$ cat src/rtl/lsu_pkg.sv
// Shared load/store encodings and the LSU state type.
package lsu_pkg;

    localparam logic [2:0] LS_B  = 3'b000;
    localparam logic [2:0] LS_H  = 3'b001;
    localparam logic [2:0] LS_W  = 3'b010;
    localparam logic [2:0] LS_BU = 3'b100;
    localparam logic [2:0] LS_HU = 3'b101;

    typedef enum logic [1:0] {IDLE, REQ, WAIT, RESP} lsu_state_t;

endpackage

$ cat src/rtl/lsu_align.sv
// Byte-lane steering for stores, extraction/extension for loads, and legality check.
module lsu_align
    import lsu_pkg::*;
(
    input  logic [2:0]  funct3,
    input  logic [1:0]  offset,
    input  logic        store,
    input  logic [31:0] wdata,
    input  logic [31:0] rdata,
    output logic [3:0]  wstrb,
    output logic [31:0] wdata_lane,
    output logic [31:0] ldata,
    output logic        fault
);

    logic [31:0] shifted;

    always_comb begin
        wstrb      = '0;
        wdata_lane = '0;
        ldata      = '0;
        fault      = 1'b0;
        shifted    = rdata >> {offset, 3'b000};
        case (funct3)
            LS_B: begin
                wstrb      = 4'b0001 << offset;
                wdata_lane = {4{wdata[7:0]}};
                ldata      = {{24{shifted[7]}}, shifted[7:0]};
            end
            LS_BU: begin
                ldata = {24'h0, shifted[7:0]};
                fault = store;
            end
            LS_H: begin
                wstrb      = 4'b0011 << offset;
                wdata_lane = {2{wdata[15:0]}};
                ldata      = {{16{shifted[15]}}, shifted[15:0]};
                fault      = offset[0];
            end
            LS_HU: begin
                ldata = {16'h0, shifted[15:0]};
                fault = offset[0] | store;
            end
            LS_W: begin
                wstrb      = 4'b1111;
                wdata_lane = wdata;
                ldata      = rdata;
                fault      = (offset != 2'b00);
            end
            default: fault = 1'b1;
        endcase
        if (!store) begin
            wstrb = '0;
        end
    end

endmodule

$ cat src/rtl/lsu.sv
// Single-outstanding load/store unit: latches one op, runs one word-bus
// transaction, and hands the extended result (or fault) to writeback.
module lsu
    import lsu_pkg::*;
#(
    parameter int unsigned XLEN = 32
) (
    input  logic            clk,
    input  logic            rst_n,
    input  logic            in_valid,
    output logic            in_ready,
    input  logic [XLEN-1:0] in_addr,
    input  logic [XLEN-1:0] in_wdata,
    input  logic [2:0]      in_funct3,
    input  logic            in_store,
    input  logic [4:0]      in_rd,
    output logic            mem_req,
    output logic            mem_we,
    output logic [XLEN-1:0] mem_addr,
    output logic [3:0]      mem_wstrb,
    output logic [XLEN-1:0] mem_wdata,
    input  logic            mem_gnt,
    input  logic            mem_rvalid,
    input  logic [XLEN-1:0] mem_rdata,
    output logic            wb_valid,
    output logic [4:0]      wb_rd,
    output logic [XLEN-1:0] wb_data,
    output logic            wb_fault
);

    lsu_state_t state_q, state_d;

    logic [XLEN-1:0] addr_q, wdata_q, ldata_q;
    logic [2:0]      funct3_q;
    logic            store_q, fault_q;
    logic [4:0]      rd_q;

    logic [2:0]      al_funct3;
    logic [1:0]      al_off;
    logic            al_store;
    logic [XLEN-1:0] al_wdata;
    logic [3:0]      al_wstrb;
    logic [XLEN-1:0] al_wlane, al_ldata;
    logic            al_fault;

    // While idle the aligner sees the live inputs so the fault verdict is
    // available in the accept cycle; afterwards it sees the latched op.
    always_comb begin
        al_funct3 = funct3_q;
        al_off    = addr_q[1:0];
        al_store  = store_q;
        al_wdata  = wdata_q;
        if (state_q == IDLE) begin
            al_funct3 = in_funct3;
            al_off    = in_addr[1:0];
            al_store  = in_store;
            al_wdata  = in_wdata;
        end
    end

    lsu_align u_align (
        .funct3     (al_funct3),
        .offset     (al_off),
        .store      (al_store),
        .wdata      (al_wdata),
        .rdata      (mem_rdata),
        .wstrb      (al_wstrb),
        .wdata_lane (al_wlane),
        .ldata      (al_ldata),
        .fault      (al_fault)
    );

    always_ff @(posedge clk) begin
        if (!rst_n) begin
            state_q  <= IDLE;
            addr_q   <= '0;
            wdata_q  <= '0;
            ldata_q  <= '0;
            funct3_q <= '0;
            store_q  <= 1'b0;
            fault_q  <= 1'b0;
            rd_q     <= '0;
        end else begin
            state_q <= state_d;
            if (state_q == IDLE && in_valid) begin
                addr_q   <= in_addr;
                wdata_q  <= in_wdata;
                funct3_q <= in_funct3;
                store_q  <= in_store;
                rd_q     <= in_rd;
                fault_q  <= al_fault;
                ldata_q  <= '0;
            end
            if (state_q == WAIT && mem_rvalid) begin
                ldata_q <= al_ldata;
            end
        end
    end

    always_comb begin
        state_d = state_q;
        case (state_q)
            IDLE:    if (in_valid) state_d = al_fault ? RESP : REQ;
            REQ:     if (mem_gnt) state_d = store_q ? RESP : WAIT;
            WAIT:    if (mem_rvalid) state_d = RESP;
            RESP:    state_d = IDLE;
            default: state_d = IDLE;
        endcase
    end

    always_comb begin
        in_ready  = (state_q == IDLE);
        mem_req   = 1'b0;
        mem_we    = 1'b0;
        mem_addr  = '0;
        mem_wstrb = '0;
        mem_wdata = '0;
        wb_valid  = 1'b0;
        wb_rd     = '0;
        wb_data   = '0;
        wb_fault  = 1'b0;
        if (state_q == REQ) begin
            mem_req   = 1'b1;
            mem_we    = store_q;
            mem_addr  = {addr_q[XLEN-1:2], 2'b00};
            mem_wstrb = al_wstrb;
            mem_wdata = store_q ? al_wlane : '0;
        end
        if (state_q == RESP) begin
            wb_valid = 1'b1;
            wb_rd    = store_q ? 5'd0 : rd_q;
            wb_data  = ldata_q;
            wb_fault = fault_q;
        end
    end

endmodule

$ cat config.mk
export PLATFORM = sky130hd
export DESIGN_NAME = lsu
export DESIGN_NICKNAME = d
export VERILOG_FILES = /design/src/rtl/lsu_pkg.sv /design/src/rtl/lsu_align.sv /design/src/rtl/lsu.sv
export SDC_FILE = /design/constraint.sdc
export NUM_CORES = 1
export LEC_CHECK = 0
export ABC_AREA = 1
export BUFFER_PORTS_ARGS = -buffer_cell sky130_fd_sc_hd__clkbuf_2
export CAP_MARGIN = 20
export CELL_PAD_IN_SITES_DETAIL_PLACEMENT = 0
export CELL_PAD_IN_SITES_GLOBAL_PLACEMENT = 1
export CORE_AREA = 2 2 171 173
export CTS_CLUSTER_SIZE = 20
export DETAILED_ROUTE_END_ITERATION = 16
export DIE_AREA = 0 0 173 175
export PLACE_DENSITY_LB_ADDON = 0.1
export SLEW_MARGIN = 0
export SYNTH_ARGS = -nofsm -noshare
export SYNTH_HDL_FRONTEND = slang
export SYNTH_SLANG_ARGS = --single-unit
$ cat constraint.sdc
create_clock -name clk -period 4.3 [get_ports clk]
set_input_delay 0.215 -clock clk [delete_from_list [all_inputs] [get_ports clk]]
set_output_delay 0.215 -clock clk [all_outputs]
set_load 0.005 [all_outputs]
==> flow_metrics.py, run 1 <==
metrics = {
    "status": {
        "outcome": "finished clean",
    },
    "clock_tree": {
        "cts_tree": "built",
        "cts_made_buffers": 9,
        "cts-htree-levels": 3,
        "cts_setup_buffers": 0,
        "worstSkewPairLatency_ns": 0.36,
        "cts.root.buffer_cell": "clkbuf_16",
        "clk_pin_slew_worst_paths_ns": 0.08,
        "cts_max_path_buffers": 2,
        "cts_resized": 0,
        "post_cts_hold_buffer_count": 0,
        "cts.sink_count": 108,
    },
    "route": {
        "drt_drc_violations_left": 0,
        "first_iter_violations": 335,
        "drtAntennaViolNets": 0,
        "finalWirelength_mm": 24.29,
        "detailedRoute.firstPassIterationCount": 4,
        "route.detailed.wl_per_inst_um": 15.02,
        "vias_per_cell": 4.285,
        "vias": 6929,
    },
    "global_route": {
        "global_route_wire_length_before_repair_mm": 37.81,
        "grt_antenna_before_repair": 3,
        "pin_count_of_the_biggest_net_entering_global_routing": 95,
        "global_route.usage.total_pct": 15.84,
        "grt_pass1_vias": 6695,
        "globalRoute.totalOverflow": 0,
    },
    "sta": {
        "finalSetupTns_ns": 0,
        "max_clock_freq_ghz": 0.3064,
        "finalSetupViolations": 0,
        "relSlewSlack_pct": 32.47,
        "finalWorstPathRequiredPeriod_ns": 3.264,
        "drv_slew": 0,
        "post_route_clock_period_utilization_pct": 75.90,
        "timing.final.hold_violations": 0,
        "skew_ns": 0.01166,
        "rsz_0062_raised_after_global_routing": "no",
        "worst_margin_slew_ns": 1.013,
    },
    "synth": {
        "synthDominantCellAreaShare_pct": 33.68,
        "yosysUniqueCellTypes": 34,
        "proportion_of_synthesized_chip_area_in_sequential_cells_pct": 33.68,
        "synthCells": 1051,
        "synth.top_cells.by_area": "dfxtp_1 (34%), nand2_1 (17%), inv_1 (8.8%), nor2_1 (8.7%), o21ai_0 (7.9%)",
        "synthMostInstantiatedCell": "nand2_1",
        "synth_async_reset_ratio_pct": 0,
        "synth_edf_count": 0,
        "syn_area_per_cell_um2": 6.108,
        "synth_area_um2": 6420,
        "synth_commonest_cells": "nand2_1 (299), inv_1 (150), nor2_1 (149)",
        "post-synth-top-area-cell": "dfxtp_1",
        "most_used_dff_post_synth": "dfxtp_1",
        "synth-seq-cells": 108,
        "yosysWarnings": 0,
    },
    "min_path": {
        "hp-class": "in -> reg",
        "whs_path_depth": 3,
    },
    "worst_setup_path": {
        "worstPathArrival_ns": 3.05,
        "setup.worst_path.start_class": "flop",
        "crit-reg2reg-launch": "state_q[0]",
        "path_class": "reg -> out",
        "max_stage_delay_ns": 0.62,
        "r2r-end": "ldata_q[1]",
        "last_element_of_the_critical_path": "mem_wdata[16]",
        "required_ns": 4.09,
        "critical_path.slowest_cell": "nand3_2",
        "worstPathMaxFanout": 29,
        "worstRegToRegCells": 10,
        "critical_path.endpoint_type": "primary output",
        "cells_traversed_along_the_worst_timing_path": "inv_1, ha_2, buf_4, o21ai_4, nand3_2, o41ai_1, clkbuf_2",
        "worstSetupStartpoint": "state_q[0]",
        "reg2reg_slack_ns": 1.44,
    },
    "layout": {
        "layout-drive-gt1-share_pct": 23.11,
        "synthToLayoutAreaGrowth_pct": 25.69,
        "ff_latch_area_um2": 2162,
        "final_core_utilization_pct": 28.42,
        "multiInputGateArea_um2": 3383,
        "layout.filler_cells": 3366,
        "antenna-diode-count": 0,
        "final_net_count": 1342,
    },
    "floorplan": {
        "fp.dieH_um": 175,
        "floorplan.die.width_um": 173,
        "start_util_pct": 22.61,
        "placeableCoreArea_um2": 28390,
        "dieArea_um2": 30280,
        "design.portCount": 220,
        "placementRows": 62,
    },
    "placed_design": {
        "routabilityCongestion": 0.7935,
        "port-buffer-count": 217,
        "detailedPlacementHpwl_mm": 17.84,
    },
    "power": {
        "power_leakage_nw": 4.397,
        "peak_vdd_ir_mv": 0.2298,
        "powerDensity_nw_per_um2": 558.4,
    },
    "run": {
        "max_cap_violations": 0,
    },
}
cells by family (layout without fill, tap and decap cells):
kind of cell	after synthesis	in the layout	share of synthesized area, %
AOI/OAI and AO/OA	215	215	19.49
adders and majority gates	4	4	0.7796
buffers and inverters	218	399	13.84
DFF	108	108	33.68
other	1	2	0.05841
and+or+nand+nor	505	505	32.16
critical path, delay by kind of cell (launching register included):
kind	cells	cell delay (ns)
AO/OA/AOI/OAI	2	0.96
AND/OR/NAND/NOR	1	0.62
adder cells (fa/ha/maj)	1	0.22
flip-flops	1	0.39
buffers and inverters	3	0.50
power by group:
| group | total (W) | internal [W] | switching, W |
|---|---|---|---|
| sequential | 0.00131 | 0.00121 | 0.0000988 |
| clock | 0.000849 | 0.000415 | 0.000433 |
| combinational | 0.00234 | 0.000667 | 0.00168 |
cell type report:
cell class	instances	area share [%]
timing repair buffer	229	14.58
clock inverter	6	0.5582
tap	384	5.954
inverter	154	7.226
sequential	108	26.79
clock buffer	10	2.962
multi-input combinational	726	41.93
layer usage:
metal	vias to the layer above	track usage [%]	wire length, um
li1	3608	-	-
met1	3158	20.40	11250
met2	146	27.55	11770
met3	13	3.155	1049
met5	-	0	27
met4	4	3.001	194
registers in the layout, indices dropped and copies added, names as in the netlist:
signal    flops
fault_q       1
rd_q          5
funct3_q      3
store_q       1
wdata_q      32
ldata_q      32
addr_q       32
state_q       2
cell usage in the layout, fill, tap and decap left out, types with 3 or more instances in the layout:
| cell | synthesis | final |
|---|---|---|
| nand3_1 | 24 | 24 |
| a21oi_1 | 59 | 59 |
| o21ai_1 | 14 | 14 |
| nor3_1 | 8 | 8 |
| clkbuf_2 | 0 | 217 |
| a211oi_1 | 17 | 17 |
| ha_1 | 4 | 3 |
| o211ai_1 | 4 | 4 |
| o21ai_0 | 101 | 101 |
| a22oi_1 | 8 | 8 |
| nand2_1 | 299 | 298 |
| clkbuf_16 | 0 | 9 |
| nor2_2 | 9 | 9 |
| o41ai_2 | 6 | 6 |
| nand2_2 | 6 | 6 |
| buf_4 | 4 | 12 |
| dfxtp_1 | 108 | 108 |
| nor2_4 | 3 | 3 |
| nor2_1 | 149 | 149 |
| inv_1 | 150 | 149 |
| inv_2 | 2 | 3 |
metrics by stage:
stage	instances	power [W]	instance area [um^2]	hold slack (ns)	setup slack, ns
after CTS	1617	0.004623	8069	0.08367	0.9556
final	1617	0.004506	8069	0.1016	1.036
after global routing	1617	0.004970	8069	0.09623	0.7478
after global placement	1601	0.003755	7785	0.4481	1.381
after floorplan	1052	0.003073	6424	0.3587	2.221
after detailed placement	1601	0.003747	7785	0.4481	1.346
worst min-delay path by stage:
stage                 start          end
4_1_cts          in_addr[6]    addr_q[6]
6_report         in_addr[6]    addr_q[6]
3_5_place_dp     wdata_q[3]   wdata_q[3]
2_1_floorplan  in_wdata[22]  wdata_q[22]
3_3_place_gp    wdata_q[12]  wdata_q[12]
5_1_grt        in_wdata[17]  wdata_q[17]
Power figures use the tool's default switching activity.
==> run 2, diff against run 1 <==
==> constraint.sdc (replaced) <==
create_clock -name clk -period 2.9 [get_ports clk]
set_input_delay 0.145 -clock clk [delete_from_list [all_inputs] [get_ports clk]]
set_output_delay 0.145 -clock clk [all_outputs]
set_load 0.005 [all_outputs]
==> run 2 against run 1 <==
Critical path depth increased by 3. Final area increased by 2.3%. Register-to-register slack got worse by 0.99 ns. Largest power group unchanged.
==> flow_metrics.py, run 2 (synthesized netlist as in run 1, its figures left out) <==
metrics = {
    "global_route": {
        "grt_pass1_vias": 6796,
        "globalRoute.totalOverflow": 0,
        "global_route.usage.total_pct": 16.12,
        "grt_antenna_before_repair": 2,
        "global_route_wire_length_before_repair_mm": 38.27,
        "pin_count_of_the_biggest_net_entering_global_routing": 73,
    },
    "route": {
        "vias": 6983,
        "finalWirelength_mm": 24.71,
        "drtAntennaViolNets": 0,
        "route.detailed.wl_per_inst_um": 15.14,
        "vias_per_cell": 4.279,
        "drt_drc_violations_left": 0,
        "first_iter_violations": 363,
        "detailedRoute.firstPassIterationCount": 4,
    },
    "worst_setup_path": {
        "last_element_of_the_critical_path": "mem_wdata[21]",
        "path_class": "reg -> out",
        "r2r-end": "ldata_q[15]",
        "setup.worst_path.start_class": "flop",
        "worstPathMaxFanout": 32,
        "critical_path.endpoint_type": "primary output",
        "crit-reg2reg-launch": "state_q[0]",
        "worstPathArrival_ns": 2.51,
        "reg2reg_slack_ns": 0.45,
        "worstRegToRegCells": 14,
        "worstSetupStartpoint": "state_q[0]",
        "required_ns": 2.76,
    },
    "sta": {
        "hold_worst_slack_ns": 0.02504,
        "relSlewSlack_pct": 66.37,
        "skew_ns": 0.01197,
        "finalWorstPathRequiredPeriod_ns": 2.652,
        "rsz_0062_raised_after_global_routing": "no",
        "finalSetupTns_ns": 0,
        "finalSetupViolations": 0,
        "drv_slew": 0,
        "timing.final.hold_violations": 0,
        "post_route_clock_period_utilization_pct": 91.46,
        "max_clock_freq_ghz": 0.3770,
        "worst_margin_slew_ns": 0.4991,
    },
    "clock_tree": {
        "cts_made_buffers": 9,
        "cts-htree-levels": 3,
        "worstSkewPairLatency_ns": 0.36,
        "cts.sink_count": 108,
        "cts.root.buffer_cell": "clkbuf_16",
        "cts_max_path_buffers": 2,
        "cts_tree": "built",
        "clk_pin_slew_worst_paths_ns": 0.08,
        "post_cts_hold_buffer_count": 0,
    },
    "layout": {
        "final_net_count": 1357,
        "antenna-diode-count": 0,
        "final_cell_mix": "nand2_1 (298), clkbuf_2 (217), inv_1 (149), nor2_1 (149), dfxtp_1 (108)",
        "layout.cells.most_common": "nand2_1",
        "top_flop_regs": "addr_q: 32 flops, ldata_q: 32 flops, wdata_q: 32 flops",
        "layout-drive-gt1-share_pct": 23.96,
        "synthToLayoutAreaGrowth_pct": 28.63,
    },
    "status": {
        "outcome": "finished clean",
    },
    "power": {
        "powerDensity_nw_per_um2": 850.0,
        "power_frac_seq_pct": 27.7,
        "fin_total_pwr_w": 0.007019,
        "p_comb_share_pct": 52.3,
        "power_leakage_nw": 4.493,
        "power_switching_w": 0.003347,
        "peak_vdd_ir_mv": 0.3572,
        "netSwitchingFraction_pct": 47.68,
        "pwr-share-clk_pct": 20.0,
        "cell_internal_pwr_w": 0.003673,
    },
    "placed_design": {
        "port-buffer-count": 217,
        "routabilityCongestion": 0.7740,
        "detailedPlacementHpwl_mm": 18.11,
    },
    "floorplan": {
        "design.portCount": 220,
        "dieArea_um2": 30280,
        "placementRows": 62,
        "fp.dieH_um": 175,
        "floorplan.die.width_um": 173,
        "start_util_pct": 22.61,
        "placeableCoreArea_um2": 28390,
    },
    "min_path": {
        "hold_path.startpoint": "in_addr[9]",
        "hp-class": "in -> reg",
    },
    "run": {
        "max_cap_violations": 0,
    },
}
run 2: critical path, stage by stage, from the launching register on:
cell,delay (ns)
dfxtp_1,0.39
inv_1,0.09
ha_2,0.22
buf_6,0.16
buf_4,0.24
o21ai_0,0.46
inv_1,0.15
nor2_2,0.14
nand2_1,0.07
o41ai_2,0.05
clkbuf_2,0.16
run 2: what timing repair did:
item,4_1_cts,5_1_grt
resized for setup,0,4
setup endpoints to repair,0,14
buffers inserted,0,5
run 2: worst min-delay path by stage:
stage / slack, ns / cells after the start / to
final: 0.03 / 3 / addr_q[9]
after global placement: 0.40 / 3 / addr_q[9]
after global routing: 0.03 / 3 / addr_q[9]
after detailed placement: 0.40 / 3 / addr_q[9]
after CTS: 0.01 / 3 / addr_q[9]
after floorplan: 0.29 / 2 / wdata_q[22]
run 2: through the flow:
step / util (%) / cells / area, um^2 / worst slack, ns
2_1_floorplan: - / 1052 / 6424 / 0.8910
5_1_grt: 29.09 / 1632 / 8258 / 0.02904
4_1_cts: 28.91 / 1627 / 8208 / 0.01243
3_5_place_dp: 27.77 / 1611 / 7885 / 0.4151
6_report: 29.09 / 1632 / 8258 / 0.2478
3_3_place_gp: 27.77 / 1611 / 7885 / 0.4510
run 2: routing by layer:
metal / part of all wire, % / global-route usage [%]
met4: 1.4 / 3.955
met2: 49 / 27.78
met5: 0.053 / 0
met1: 46 / 20.72
met3: 3.9 / 3.046
run 2: final cells by class:
cell class	count	area (um^2)
fill	3365	20130
tap	384	480.5
inverter	154	588.1
multi-input combinational	726	3383
clock inverter	6	93.84
sequential	108	2162
timing repair buffer	244	1321
clock buffer	10	229.0
run 2: power by group through the flow:
| stage | Sequential [W] | Clock [W] | Combinational [W] |
|---|---|---|---|
| final | 0.00195 | 0.00140 | 0.00367 |
| after global routing | 0.00198 | 0.00152 | 0.00420 |
| after CTS | 0.00195 | 0.00147 | 0.00375 |
| after detailed placement | 0.00198 | 0 | 0.00374 |
| after global placement | 0.00198 | 0 | 0.00376 |
| after floorplan | 0.00194 | 0 | 0.00262 |
